--- config.mk ---
export PLATFORM = sky130hd
export DESIGN_NAME = icache
export DESIGN_NICKNAME = d
export VERILOG_FILES = /design/src/rtl/icache.sv
export SDC_FILE = /design/constraint.sdc
export NUM_CORES = 2
export LEC_CHECK = 0
export CELL_PAD_IN_SITES_DETAIL_PLACEMENT = 0
export CELL_PAD_IN_SITES_GLOBAL_PLACEMENT = 2
export CORE_MARGIN = 2
export CORE_UTILIZATION = 46
export DETAILED_ROUTE_END_ITERATION = 7
export DONT_BUFFER_PORTS = 1
export PLACE_DENSITY = 0.75
export SYNTH_ARGS = -nofsm -noshare
export SYNTH_HDL_FRONTEND = slang
export SYNTH_SLANG_ARGS = --single-unit
--- constraint.sdc ---
create_clock -name clk -period 5.15 [get_ports clk]
set_clock_uncertainty 0.1 [all_clocks]
set_input_delay 1.03 -clock clk [delete_from_list [all_inputs] [get_ports clk]]
set_output_delay 1.03 -clock clk [all_outputs]
set_load 0.01 [all_outputs]
--- src/rtl/icache.sv ---
// Direct-mapped read-only instruction cache: 0-cycle combinational hit, whole-line
// refill from instruction memory one word per MEM_LATENCY cycles on a miss.
module icache #(
  parameter int unsigned NUM_LINES   = 16,
  parameter int unsigned LINE_WORDS  = 4,
  parameter int unsigned MEM_LATENCY = 2
) (
  input  logic        clk,
  input  logic        rst_b,
  input  logic [31:0] inst_addr,
  output logic [31:0] inst,
  output logic        inst_ready,
  input  logic        flush,
  input  logic        halted,
  output logic [31:0] imem_addr,
  output logic        imem_rd_en,
  input  logic [7:0]  imem_data [0:3],
  output logic [31:0] hit_count,
  output logic [31:0] miss_count
);

  localparam int unsigned WOFF_W = $clog2(LINE_WORDS);
  localparam int unsigned WC_W   = (WOFF_W > 0) ? WOFF_W : 1;
  localparam int unsigned IDX_W  = $clog2(NUM_LINES);
  localparam int unsigned TAG_W  = 30 - WOFF_W - IDX_W;
  localparam int unsigned WT_W   = (MEM_LATENCY > 1) ? $clog2(MEM_LATENCY) : 1;
  localparam logic [WT_W-1:0] WAIT_LAST = WT_W'(MEM_LATENCY - 1);
  localparam logic [WC_W-1:0] WORD_LAST = WC_W'(LINE_WORDS - 1);

  typedef enum logic {IDLE, FILL} state_e;

  state_e                 state_q, state_d;
  logic [NUM_LINES-1:0]   valid_q, valid_d;
  logic [TAG_W-1:0]       line_tag_q, line_tag_d;
  logic [IDX_W-1:0]       line_idx_q, line_idx_d;
  logic [WC_W-1:0]        word_cnt_q, word_cnt_d;
  logic [WT_W-1:0]        wait_cnt_q, wait_cnt_d;
  logic [31:0]            hit_q, hit_d;
  logic [31:0]            miss_q, miss_d;

  // Word-offset field is one bit wide even for single-word lines; it then stays 0.
  logic [31:0]            data_q [2**(IDX_W+WC_W)];
  logic [TAG_W-1:0]       tag_q  [NUM_LINES];

  logic [IDX_W-1:0]       idx;
  logic [TAG_W-1:0]       tag;
  logic [WC_W-1:0]        woff;
  logic                   lookup_hit;
  logic                   fill_we;
  logic                   tag_we;
  logic [31:0]            fill_word;
  logic [31:0]            line_base;

  assign idx        = inst_addr[2+WOFF_W +: IDX_W];
  assign tag        = inst_addr[31 -: TAG_W];
  assign woff       = (WOFF_W > 0) ? inst_addr[2 +: WC_W] : '0;
  assign lookup_hit = valid_q[idx] && (tag_q[idx] == tag);
  assign inst_ready = (state_q == IDLE) && lookup_hit && !flush;
  assign inst       = inst_ready ? data_q[{idx, woff}] : '0;
  assign fill_word  = {imem_data[0], imem_data[1], imem_data[2], imem_data[3]};
  assign line_base  = {line_tag_q, line_idx_q, (WOFF_W+2)'(0)};
  assign hit_count  = hit_q;
  assign miss_count = miss_q;

  always_ff @(posedge clk or negedge rst_b) begin
    if (!rst_b) begin
      state_q    <= IDLE;
      valid_q    <= '0;
      line_tag_q <= '0;
      line_idx_q <= '0;
      word_cnt_q <= '0;
      wait_cnt_q <= '0;
      hit_q      <= '0;
      miss_q     <= '0;
    end else begin
      state_q    <= state_d;
      valid_q    <= valid_d;
      line_tag_q <= line_tag_d;
      line_idx_q <= line_idx_d;
      word_cnt_q <= word_cnt_d;
      wait_cnt_q <= wait_cnt_d;
      hit_q      <= hit_d;
      miss_q     <= miss_d;
    end
  end

  always_ff @(posedge clk) begin
    if (fill_we) data_q[{line_idx_q, word_cnt_q}] <= fill_word;
    if (tag_we)  tag_q[line_idx_q] <= line_tag_q;
  end

  always_comb begin
    state_d    = state_q;
    valid_d    = valid_q;
    line_tag_d = line_tag_q;
    line_idx_d = line_idx_q;
    word_cnt_d = word_cnt_q;
    wait_cnt_d = wait_cnt_q;
    hit_d      = hit_q;
    miss_d     = miss_q;
    imem_rd_en = 1'b0;
    imem_addr  = '0;
    fill_we    = 1'b0;
    tag_we     = 1'b0;

    if (inst_ready && (hit_q != '1)) hit_d = hit_q + 32'd1;

    case (state_q)
      IDLE: begin
        if (flush) begin
          valid_d = '0;
        end else if (!lookup_hit && !halted) begin
          state_d      = FILL;
          line_tag_d   = tag;
          line_idx_d   = idx;
          valid_d[idx] = 1'b0;
          word_cnt_d   = '0;
          wait_cnt_d   = '0;
          if (miss_q != '1) miss_d = miss_q + 32'd1;
        end
      end
      FILL: begin
        imem_rd_en = 1'b1;
        imem_addr  = line_base | (32'(word_cnt_q) << 2);
        if (flush) begin
          state_d = IDLE;
          valid_d = '0;
        end else if (wait_cnt_q == WAIT_LAST) begin
          fill_we    = 1'b1;
          wait_cnt_d = '0;
          if (word_cnt_q == WORD_LAST) begin
            tag_we              = 1'b1;
            valid_d[line_idx_q] = 1'b1;
            state_d             = IDLE;
          end else begin
            word_cnt_d = word_cnt_q + WC_W'(1);
          end
        end else begin
          wait_cnt_d = wait_cnt_q + WT_W'(1);
        end
      end
      default: state_d = IDLE;
    endcase
  end

endmodule

==> impl_metrics.ini <==
[setup_path]
rr_endpoint = line_tag_q[10]
startpoint = inst_addr[3]
r2r_start = tag_q[1][6]
path_class = input pin to output port
crit_path_max_fanout = 509
worstSetupStartpointType = input pin
cp.arrival_ps = 4920
r2r.worst_path.cells = 11
end_kind = output port
worstPathRequired_ps = 4020
r2r_slack_ps = 1110

[power]
p_per_area_nw_per_um2 = 389
ir_drop_uv = 367
leakage_nw = 35.7
p_total_mw = 43.9

[synth]
avgSynthCellArea_um2 = 21.9
synthArstFlopShare_pct = 4.40
syn_inst = 4505
synth_edf_count = 2432
ys_seq_area_share_pct = 77.0
synth_cell_types = 74
syn_area_um2 = 98400
yosysWarnings = 0
synth_ff_type = edfxtp_1
ys_seq_elements = 2544

[floorplan]
dieArea_um2 = 218000
die_h_um = 467
die_w_um = 467
std_cell_rows = 169
ioPinCount = 198
start_util_pct = 46.4
coreArea_um2 = 212000

[cts]
cts_made_buffers = 281
root_buffer = clkbuf_16
htreeDepth = 5
clockBufferDepth = 4
cts_sinks = 2544
clk_pin_slew_worst_paths_ps = 60
clk_latency_ps = 920
cts_tree = done

[status]
violations = slew limit, setup timing
status = complete, but fails checks

[sta]
finalSetupTns_ps = -9120
rsz0062_at_grt = true
setup_ws_ps = -896
fin_crit_ps = 6050
hold_violations = 0
worst_pin_slew_ps = 3090
fin_crit_sh_pct = 117
fmax_mhz = 165
slew_violations = 380
setup_violations = 26
slew_headroom_pct = -106

[detailed_routing]
routed_wl_mm = 278
final_antenna_net_count = 0
first_pass_iters = 6
viasPerCell = 6.38
routedWlPerCell_um = 35.6
drt_iter0_drc = 6596
via_count = 49804
route.detailed.drc = 0

[grt]
grt_max_degree = 520
grt_overflow = 0
grt_pass1_wl_mm = 381
track_usage_pct = 25.1
antenna_found_initial = 7
grt_pass1_vias = 48966

[hold_path]
holdPathStages = 0
min_from = imem_data[21]
hold_class = input pin to register
whs_endpoint = data_q[57][21]

[place]
dp_hpwl_mm = 144
gp_congestion = 0.799
port_buffers = 0

[cells_and_area]
nets = 4866
area_delta_synth_final_pct = 14.7
fillers = 16225
layout-drive-gt1-share_pct = 28.1

[job]
drv_cap = 0
==> layer usage <==
layer	wire length [um]	part of all wire (%)	track usage (%)	vias to the layer above
li1	-	-	-	19594
met1	110000	39	35.3	27187
met2	134000	48	40.3	2577
met3	26300	9.5	5.07	444
met4	7710	2.8	6.82	2
met5	13	0.0047	0	-
==> metrics by stage <==
step | worst slack (ps) | utilization [%] | hold WS, ps | instance area, um2 | cells
final | -896 | 53.2 | 106 | 113000 | 7806
after global routing | -217 | 53.2 | 61.7 | 113000 | 7803
after CTS | -75.8 | 53.0 | 33.6 | 112000 | 7786
after detailed placement | -117 | 48.9 | 442 | 104000 | 7314
after global placement | -123 | 48.9 | 432 | 104000 | 7314
after floorplan | 7.49 | - | 415 | 98500 | 4506
==> worst max path at each step <==
stage	to	cells after the start
detailed placement	inst[31]	10
CTS	inst[17]	10
floorplan	inst[16]	15
finish	inst[21]	7
global placement	inst[31]	10
global route	inst[21]	7
==> registers in the layout (all words and copies together) (netlist names) <==
name / count
data_q: 2048
miss_count: 32
line_idx_q: 4
line_tag_q: 24
wait_cnt_q: 1
hit_count: 32
state_q: 1
tag_q: 384
word_cnt_q: 2
valid_q: 16
==> Yosys cell counts (38+ instances only) <==
| cell | number | share of area, % |
|---|---|---|
| buf_1 | 43 | 0.16 |
| nor2_1 | 152 | 0.58 |
| mux2_2 | 46 | 0.53 |
| o22ai_1 | 123 | 0.78 |
| nor3_1 | 54 | 0.27 |
| nand3_1 | 42 | 0.21 |
| and2_1 | 38 | 0.24 |
| o21ai_0 | 48 | 0.24 |
| dfrtp_1 | 112 | 2.8 |
| mux4_2 | 628 | 14 |
| edfxtp_1 | 2432 | 74 |
| nand2_1 | 83 | 0.32 |
| xor2_1 | 45 | 0.40 |
| clkbuf_1 | 132 | 0.50 |
| buf_2 | 45 | 0.23 |
| mux2i_1 | 109 | 1.1 |
==> placed cells by master (no fill, tap or decap), types with 54 or more instances in the layout <==
master	n
edfxtp_1	2432
mux4_2	628
clkbuf_16	296
buf_4	177
o22ai_1	123
dfrtp_1	111
mux2i_1	106
nor2_4	84
nand2_1	83
nor2_1	68
clkbuf_1	58
nor3_1	54
==> final cells by class <==
| cell class | instances | area, um2 | area share [%] |
|---|---|---|---|
| sequential | 2544 | 75800 | 67.2 |
| antenna | 4 | 10.0 | 0.00886 |
| clock buffer | 351 | 7480 | 6.63 |
| inverter | 16 | 60.1 | 0.0532 |
| multi-input combinational | 1704 | 22200 | 19.7 |
| tap | 2821 | 3530 | 3.13 |
| timing repair buffer | 248 | 2750 | 2.43 |
| clock inverter | 118 | 1020 | 0.908 |
==> logic make-up (layout without fill, tap and decap cells) <==
| group | Yosys count | after routing | synth area share (%) |
|---|---|---|---|
| adder cells (fa/ha/maj) | 3 | 3 | 0.0381 |
| multiplexers | 806 | 806 | 16.3 |
| other | 1 | 6 | 0.00381 |
| AND/OR/NAND/NOR | 502 | 502 | 2.60 |
| flip-flops | 2544 | 2544 | 77.0 |
| XOR/XNOR | 81 | 81 | 0.721 |
| AO/OA/AOI/OAI | 310 | 310 | 2.12 |
| buffers and inverters | 258 | 733 | 1.20 |
==> timing repair <==
| action | in CTS | in global routing |
|---|---|---|
| pin swaps | 1 | 6 |
| endpoints found under the hold margin | 112 | 0 |
| endpoints found under the setup margin | 17 | 29 |
| setup buffers | 1 | 2 |
| hold buffers | 2 | 0 |
| gates cloned | 0 | 11 |
| gates resized for setup | 11 | 18 |
==> where the power goes <==
group	leakage, nW	switching [mW]	internal, mW
clock	4.16	7.78	11.1
sequential	23.3	0.325	22.9
combinational	8.27	0.857	0.831
==> critical path, stage by stage <==
cell	delay, ps
mux4_2	970
and2_1	200
a2111oi_0	480
buf_4	230
a2111oi_0	60
buf_4	210
and3_1	230
(Power assumes the default switching activity.)
